<file path="config.mk">
export PLATFORM = sky130hd
export DESIGN_NAME = input_conditioner
export DESIGN_NICKNAME = d
export VERILOG_FILES = /design/src/rtl/input_conditioner.sv
export SDC_FILE = /design/constraint.sdc
export NUM_CORES = 1
export LEC_CHECK = 0
export BUFFER_PORTS_ARGS = -buffer_cell sky130_fd_sc_hd__clkbuf_2
export CAP_MARGIN = 25
export CORE_ASPECT_RATIO = 1.25
export CORE_MARGIN = 3
export CORE_UTILIZATION = 60
export CTS_CLUSTER_SIZE = 25
export DETAILED_ROUTE_END_ITERATION = 12
export GPL_TIMING_DRIVEN = 1
export PLACE_DENSITY_LB_ADDON = 0.12
export SYNTH_ARGS = -nofsm -noshare
export SYNTH_HDL_FRONTEND = slang
export SYNTH_SLANG_ARGS = --single-unit
</file>
<file path="constraint.sdc">
create_clock -name clk_i -period 2.71 [get_ports clk_i]
set_input_delay 0.4065 -clock clk_i [delete_from_list [all_inputs] [get_ports clk_i]]
set_output_delay 0.4065 -clock clk_i [all_outputs]
set_load 0.02 [all_outputs]
</file>
<file path="src/rtl/input_conditioner.sv">
// input_conditioner: per-channel synchronizer, symmetric debouncer and edge detector for
// asynchronous board inputs (buttons, switches). All logic lives in the clk_i domain.
//
// Ports:
//   clk_i      - clock, all state on the rising edge
//   rst_ni     - asynchronous active-low reset
//   in_i       - raw asynchronous inputs, one bit per channel
//   level_o    - debounced level per channel
//   press_o    - one-cycle pulse on each debounced 0->1 edge (and on each auto-repeat)
//   release_o  - one-cycle pulse on each debounced 1->0 edge
//
// Optional feature macro: INPUT_CONDITIONER_REPEAT_EN
//   When defined, a channel held high emits a press pulse after REPEAT_DELAY sample ticks and
//   then every REPEAT_PERIOD ticks until it is released. When undefined, no repeat logic is
//   built and press fires only on the debounced rising edge.

module input_conditioner #(
   parameter int unsigned WIDTH          = 4,
   parameter int unsigned SYNC_STAGES    = 2,
   parameter int unsigned SAMPLE_CNT_MAX = 29411,
   parameter int unsigned PULSE_CNT_MAX  = 200,
   parameter int unsigned REPEAT_DELAY   = 1000,
   parameter int unsigned REPEAT_PERIOD  = 200
) (
   input  logic             clk_i,
   input  logic             rst_ni,
   input  logic [WIDTH-1:0] in_i,
   output logic [WIDTH-1:0] level_o,
   output logic [WIDTH-1:0] press_o,
   output logic [WIDTH-1:0] release_o
);

   // A one-cycle sample period still needs a 1-bit counter register.
   localparam int unsigned TickW = (SAMPLE_CNT_MAX > 1) ? $clog2(SAMPLE_CNT_MAX) : 1;
   localparam int unsigned DbW   = $clog2(PULSE_CNT_MAX + 1);

   // Reject configurations the counters cannot represent.
   if (SYNC_STAGES < 2 || SAMPLE_CNT_MAX < 1 || PULSE_CNT_MAX < 1 ||
       REPEAT_DELAY < 1 || REPEAT_PERIOD < 1) begin : g_bad_cfg
      $error("input_conditioner: invalid parameter set");
   end

   logic [WIDTH-1:0] sync_q [SYNC_STAGES];
   logic [WIDTH-1:0] s;

   logic [TickW-1:0] tick_cnt_q, tick_cnt_d;
   logic             tick;

   logic [DbW-1:0]   db_cnt_q [WIDTH];
   logic [DbW-1:0]   db_cnt_d [WIDTH];

   logic [WIDTH-1:0] level_q, level_d;
   logic [WIDTH-1:0] press_q, press_d;
   logic [WIDTH-1:0] release_q, release_d;

   assign s = sync_q[SYNC_STAGES-1];

   // Shared sample tick: counts 0..SAMPLE_CNT_MAX-1 and strobes on the last count.
   always_comb begin
      tick       = (tick_cnt_q == TickW'(SAMPLE_CNT_MAX - 1));
      tick_cnt_d = tick ? '0 : tick_cnt_q + 1'b1;
   end

   // Debounce: a match clears progress immediately; mismatching ticks accumulate until the
   // level flips on the PULSE_CNT_MAX-th consecutive one.
   always_comb begin
      level_d  = level_q;
      db_cnt_d = db_cnt_q;
      for (int i = 0; i < WIDTH; i++) begin
         if (s[i] == level_q[i]) begin
            db_cnt_d[i] = '0;
         end else if (tick) begin
            if (db_cnt_q[i] == DbW'(PULSE_CNT_MAX - 1)) begin
               db_cnt_d[i] = '0;
               level_d[i]  = ~level_q[i];
            end else begin
               db_cnt_d[i] = db_cnt_q[i] + 1'b1;
            end
         end
      end
   end

`ifdef INPUT_CONDITIONER_REPEAT_EN
   localparam int unsigned RepMax = (REPEAT_DELAY > REPEAT_PERIOD) ? REPEAT_DELAY : REPEAT_PERIOD;
   localparam int unsigned RepW   = $clog2(RepMax + 1);

   logic [RepW-1:0]  rep_cnt_q [WIDTH];
   logic [RepW-1:0]  rep_cnt_d [WIDTH];
   // 0 while waiting out the initial delay, 1 once in periodic repeat.
   logic [WIDTH-1:0] rep_period_q, rep_period_d;
   logic [WIDTH-1:0] rep_fire;
   logic [RepW-1:0]  rep_target;

   // Only counts while the level is and stays high, so a repeat can never coincide with
   // the press edge or with release.
   always_comb begin
      rep_cnt_d    = rep_cnt_q;
      rep_period_d = rep_period_q;
      rep_fire     = '0;
      rep_target   = '0;
      for (int i = 0; i < WIDTH; i++) begin
         rep_target = rep_period_q[i] ? RepW'(REPEAT_PERIOD - 1) : RepW'(REPEAT_DELAY - 1);
         if (!level_q[i] || !level_d[i]) begin
            rep_cnt_d[i]    = '0;
            rep_period_d[i] = 1'b0;
         end else if (tick) begin
            if (rep_cnt_q[i] == rep_target) begin
               rep_fire[i]     = 1'b1;
               rep_cnt_d[i]    = '0;
               rep_period_d[i] = 1'b1;
            end else begin
               rep_cnt_d[i] = rep_cnt_q[i] + 1'b1;
            end
         end
      end
   end

   always_comb begin
      press_d   = (level_d & ~level_q) | rep_fire;
      release_d = ~level_d & level_q;
   end
`else
   always_comb begin
      press_d   = level_d & ~level_q;
      release_d = ~level_d & level_q;
   end
`endif

   always_ff @(posedge clk_i or negedge rst_ni) begin
      if (!rst_ni) begin
         for (int k = 0; k < SYNC_STAGES; k++) begin
            sync_q[k] <= '0;
         end
         for (int i = 0; i < WIDTH; i++) begin
            db_cnt_q[i] <= '0;
         end
         tick_cnt_q <= '0;
         level_q    <= '0;
         press_q    <= '0;
         release_q  <= '0;
`ifdef INPUT_CONDITIONER_REPEAT_EN
         for (int i = 0; i < WIDTH; i++) begin
            rep_cnt_q[i] <= '0;
         end
         rep_period_q <= '0;
`endif
      end else begin
         sync_q[0] <= in_i;
         for (int k = 1; k < SYNC_STAGES; k++) begin
            sync_q[k] <= sync_q[k-1];
         end
         tick_cnt_q <= tick_cnt_d;
         db_cnt_q   <= db_cnt_d;
         level_q    <= level_d;
         press_q    <= press_d;
         release_q  <= release_d;
`ifdef INPUT_CONDITIONER_REPEAT_EN
         rep_cnt_q    <= rep_cnt_d;
         rep_period_q <= rep_period_d;
`endif
      end
   end

   assign level_o   = level_q;
   assign press_o   = press_q;
   assign release_o = release_q;

endmodule

</file>
# Word level (Yosys, flattened, before mapping)
# Cells that the tools add are included.
[classes]
add_sub_neg = 5
n_mul = 0
div = 0
order_cmp = 0
eq_ne = 9
shifts = 0
muxes = 25
bitwise_logic = 8
n_reduce_logical = 4
[ops]
columns = ["operator", "n"]
rows = [
  ["two-way mux 8 bit", 12],
  ["adder 8 x 1 -> 8 bit, second input constant", 4],
  ["equality test 8 bit, second input constant", 4],
  ["adder 15 x 1 -> 15 bit, second input constant", 1],
  ["equality test 15 bit, second input constant", 1],
  ["two-way mux 15 bit", 1],
  ["two-way mux 1 bit", 12],
  ["bitwise AND 4 bit", 2],
  ["inverter 4 bit", 2],
  ["nonzero test 2 bit", 4],
  ["equality test 1 bit", 4],
  ["inverter 1 bit", 4],
]
[word_totals]
register_bits = 67
latch_bits = 0
ram_bits = 0
mem_bits_ro = 0
inputBits = 6
word_cells = 61
n_memories = 0

# Longest topological paths before layout
[logic_depth]
word_depth = 6
depth_mapped = 8
mapped_depth_nobuf = 6

# Least setup slack after synthesis
# OpenSTA, ideal clock, no wires.
[synth_timing]
kind = "register -> register"
start = "register tick_cnt_q[8]"
end = "register db_cnt_q[15] in the netlist's numbering"
arrival_time_ps = 2139
setup_slack_ps = 488
path_stages_with_launch = 6
n_path_buf = 1
synth_period_minus_slack_ps = 2222
path_cell_list = "dfrtp_1 or4b_1 or4_4 buf_6 or4_1 o21ai_0"
[synth_via]
elab_chain_cells = 2
[synth_lines]
columns = ["element", "line_no", "source"]
rows = [
  ["start: declaration", "46", "logic [TickW-1:0] tick_cnt_q, tick_cnt_d;"],
  ["start signal: assignment", "152", "tick_cnt_q <= tick_cnt_d;"],
  ["equality test 15 bit", "60", "tick = (tick_cnt_q == TickW'(SAMPLE_CNT_MAX - 1));"],
  ["nonzero test 2 bit (no line)", "--", ""],
  ["end signal: assignment", "153", "db_cnt_q <= db_cnt_d;"],
  ["end: declaration", "49", "logic [DbW-1:0] db_cnt_q [WIDTH];"],
]
# Every way passes these cells.
# A chain may end at the register's enable or synchronous reset.

# Worst setup path after layout
[layout_timing]
start = "register tick_cnt_q[8]"
end = "register db_cnt_q[31] in the netlist's numbering"
# Same word-level chain as after synthesis.

==> results_tabular.tex <==
\begin{tabular}{lr}
\hline
Metric & Value \\
\hline
\multicolumn{2}{l}{\textbf{Place}} \\
Number of input and output port buffers inserted & 17 \\
Placed Cells incl. Taps & 392 \\
HPWL Detailed & around 4.3 mm \\
Routability Congestion & 0.8396 \\
\multicolumn{2}{l}{\textbf{Global route}} \\
Maximum number of pins on one net before global-route repair & 40 \\
Initial antenna violation count & 0 \\
Via count of the first global-routing pass & 2431 \\
Total grt overflow & 0 \\
Wire length of the first global-routing pass & about 11 mm \\
Aggregate global-route resource usage & 22.57\% \\
\multicolumn{2}{l}{\textbf{Final layout}} \\
Reg area & between 1500 and 2000 um2 \\
Nets@finish & $\sim$350 \\
Ant diodes & 0 \\
Area growth, synth to finish & 13.04\% \\
Most common library cell in the layout ignoring fill and taps & sky130\_fd\_sc\_hd\_\_dfrtp\_1 \\
Footprint of the multi-input gates & 1456 um2 \\
Share of post-route cells with drive strength above 1 & 14.16\% \\
Finished Layout Cells & 408 \\
Top library cells by usage in the layout, fill and taps aside & 67 x sky130\_fd\_sc\_hd\_\_dfrtp\_1, 35 x sky130\_fd\_sc\_hd\_\_nand2\_1, 21 x sky130\_fd\_sc\_hd\_\_a21oi\_1 \\
Layout filler cell count & 383 \\
Fin util & 70.82\% \\
\multicolumn{2}{l}{\textbf{Synthesis}} \\
Area leader, netlist & sky130\_fd\_sc\_hd\_\_dfrtp\_1 \\
Proportion of synthesized flip-flops having asynchronous set or reset & 100.0\% \\
Cell types with the largest area share after synthesis & sky130\_fd\_sc\_hd\_\_dfrtp\_1 52\%, sky130\_fd\_sc\_hd\_\_nand2\_1 4.1\%, sky130\_fd\_sc\_hd\_\_a21oi\_1 3.3\%, sky130\_fd\_sc\_hd\_\_xnor2\_1 3.3\%, sky130\_fd\_sc\_hd\_\_nand3\_1 3.0\% \\
Register area share after synthesis & 52.30\% \\
Count of yosys warnings during synthesis & 0 \\
Synthesis-stage register bit count & 67 \\
Area share of the largest cell type after synthesis & 52.30\% \\
Unique masters post-synth & between 40 and 50 \\
Cells after synthesis & 316 \\
Number of flops mapped to enable cells by yosys & 0 \\
Average footprint of a synthesized cell & 10.14 um2 \\
Cell area after technology mapping & 3206 um2 \\
Most used flip-flop cell after synthesis & sky130\_fd\_sc\_hd\_\_dfrtp\_1 \\
Synthesized netlist net count & between 300 and 400 \\
\multicolumn{2}{l}{\textbf{CTS}} \\
Largest buffer count on any clock path & 2 \\
Root buffer cell & sky130\_fd\_sc\_hd\_\_clkbuf\_8 \\
Latest clock arrival within the worst-skew pair & 0.34 ns \\
Number of cells upsized or downsized after cts & 0 \\
Number of levels in the clock H-tree & 3 \\
Number of buffers added to fix hold violations after cts & 0 \\
Clock net sink count & 67 \\
CTS tree & yes \\
Buffers inserted by post-CTS timing repair & 0 \\
Num CTS Buffers & 9 \\
Clock transition at the register clock pins on the worst setup and hold paths after CTS & $\sim$0.07 ns \\
\multicolumn{2}{l}{\textbf{Detailed routing}} \\
Post-detailed-route wirelength per cell & about 15 um \\
Drt total wl & about 6.3 mm \\
Detailed Routing Iterations Pass 1 & 4 \\
Avg Vias per Cell & between 6 and 7 \\
Total number of vias & 2515 \\
Count of nets left with antenna violations after detail routing & 0 \\
DRC Markers & 0 \\
DRC violation total after the first TritonRoute iteration & 160 \\
\multicolumn{2}{l}{\textbf{Power and ir drop}} \\
Power Dens Cells & 567.8 nW/um2 \\
Worst vdd rail ir drop & between 0.4 and 0.5 mV \\
Leakage dissipation & around 1.5 nW \\
\multicolumn{2}{l}{\textbf{Timing}} \\
Portion of the clock cycle consumed by the worst path in the final layout & about nine tenths \\
Final setup violation count & 0 \\
Sum of negative setup slack & 0 ns \\
Hold violation count in the final report & 0 \\
Slew at the pin closest to its max-slew limit & 0.7625 ns \\
Fmax & 0.4158 GHz \\
Fin Clk Skew & 0.008563 ns \\
Fin. max-slew vios & 0 \\
Unrepaired setup endpoints after global routing & no \\
Final critical-path required period & 2.405 ns \\
Tightest slew margin relative to the limit & approximately 50\% \\
\multicolumn{2}{l}{\textbf{Die}} \\
IO Count & 18 \\
Effective utilization at floorplan & 62.66\% \\
CORE AREA & 5116 um2 \\
Vertical die dimension & just under 90 um \\
Number of core rows & 29 \\
Area of the die & about 6300 um2 \\
Die outline width & $\sim$71 um \\
\multicolumn{2}{l}{\textbf{Critical path}} \\
Endpoint of the worst-slack reg-to-reg timing path & db\_cnt\_q[31] \\
Flop-to-flop setup slack & 0.31 ns \\
Launching element type of the critical path & flip-flop \\
Critical path fanouts, max & 19 \\
Startpoint of the worst setup timing path & tick\_cnt\_q[8] \\
Element type at the critical path end & flip-flop \\
Number of cells on the worst reg-to-reg path & 4 \\
Source of the worst register-to-register timing path & tick\_cnt\_q[8] \\
CP required & between 2 and 3 ns \\
Crit Path Class & reg2reg \\
CP arrival & $\sim$2.7 ns \\
\multicolumn{2}{l}{\textbf{Flow run}} \\
Max-cap viol count & 0 \\
\multicolumn{2}{l}{\textbf{Hold path}} \\
Class of the most critical hold timing path & in2async \\
\multicolumn{2}{l}{\textbf{Status}} \\
Result of the run & finished, final reports clean \\
\hline
\end{tabular}
==> kinds of logic after synthesis <==
group / Yosys count / synth area share (%)
compound gates: 60 / 11.44
xor+xnor: 16 / 4.371
fa+ha+maj: 6 / 2.342
buf+inv: 19 / 2.459
flops: 67 / 52.30
mux: 7 / 2.342
simple gates: 141 / 24.75
==> cell usage after synthesis, types with 7 or more instances <==
| library cell | count |
|---|---|
| sky130_fd_sc_hd__or3_1 | 14 |
| sky130_fd_sc_hd__nor2_1 | 15 |
| sky130_fd_sc_hd__nor3b_1 | 9 |
| sky130_fd_sc_hd__xnor2_1 | 12 |
| sky130_fd_sc_hd__a21oi_1 | 21 |
| sky130_fd_sc_hd__nand3_1 | 19 |
| sky130_fd_sc_hd__clkbuf_1 | 9 |
| sky130_fd_sc_hd__nand4_1 | 7 |
| sky130_fd_sc_hd__o21ai_0 | 17 |
| sky130_fd_sc_hd__dfrtp_1 | 67 |
| sky130_fd_sc_hd__nand2_1 | 35 |
| sky130_fd_sc_hd__or4_1 | 10 |
| sky130_fd_sc_hd__inv_1 | 9 |
==> sequential cells by signal, summed over array words and instances (netlist names) <==
name and count:
db_cnt_q 32, release_o 4, level_o 4, tick_cnt_q 15, s 4, sync_q 4
press_o 4
==> metrics by stage <==
stage | instance area, um2 | power (mW) | worst slack, ns | hold slack [ns]
final | 3623 | 2.057 | 0.3053 | 0.07126
after global placement | 3382 | 1.079 | 0.4031 | 0.3350
after CTS | 3623 | 2.079 | 0.3306 | 0.07374
after floorplan | 3206 | 1.048 | 0.4884 | 0.1109
after detailed placement | 3382 | 1.081 | 0.3502 | 0.3356
after global routing | 3623 | 2.121 | 0.2632 | 0.1021
==> worst max-delay path: stages (launching register included) <==
cell and delay (ns):
sky130_fd_sc_hd__dfrtp_1 0.43, sky130_fd_sc_hd__or4b_1 0.57, sky130_fd_sc_hd__or4_4 0.67, sky130_fd_sc_hd__or4_1 0.55, sky130_fd_sc_hd__o21ai_0 0.10
==> worst max-delay path by stage <==
stage	slack [ns]	end
2_1_floorplan	0.49	db_cnt_q[15]
3_3_place_gp	0.40	db_cnt_q[15]
3_5_place_dp	0.35	db_cnt_q[31]
4_1_cts	0.33	db_cnt_q[31]
5_1_grt	0.26	db_cnt_q[31]
6_report	0.31	db_cnt_q[31]
==> report_power, final <==
| group | total (mW) | switching (mW) | leakage [nW] | internal, mW |
|---|---|---|---|---|
| logic | 0.0462 | 0.0336 | 0.519 | 0.0125 |
| clock network | 0.997 | 0.364 | 0.123 | 0.633 |
| registers | 1.01 | 0.00640 | 0.902 | 1.01 |
| total | 2.06 | 0.404 | 1.54 | 1.65 |
==> metal layers <==
layer | GRT usage [%] | share of wire, % | vias to the layer above
met3 | 4.937 | 3.3 | 7
met4 | 10.43 | 1.4 | 0
met2 | 35.70 | 50 | 34
li1 | - | - | 1218
met1 | 29.85 | 45 | 1256
met5 | 0 | 0 | -
==> area by class of cell <==
type / count / area share [%]
flip-flops and latches: 67 / 46.27
multi-input cells: 230 / 40.19
clock buffers: 11 / 3.902
repair buffers: 24 / 3.798
clock inverters: 5 / 2.762
well taps: 62 / 2.141
inverters: 9 / 0.9323
Note: power is estimated with default switching activity, not from simulation.
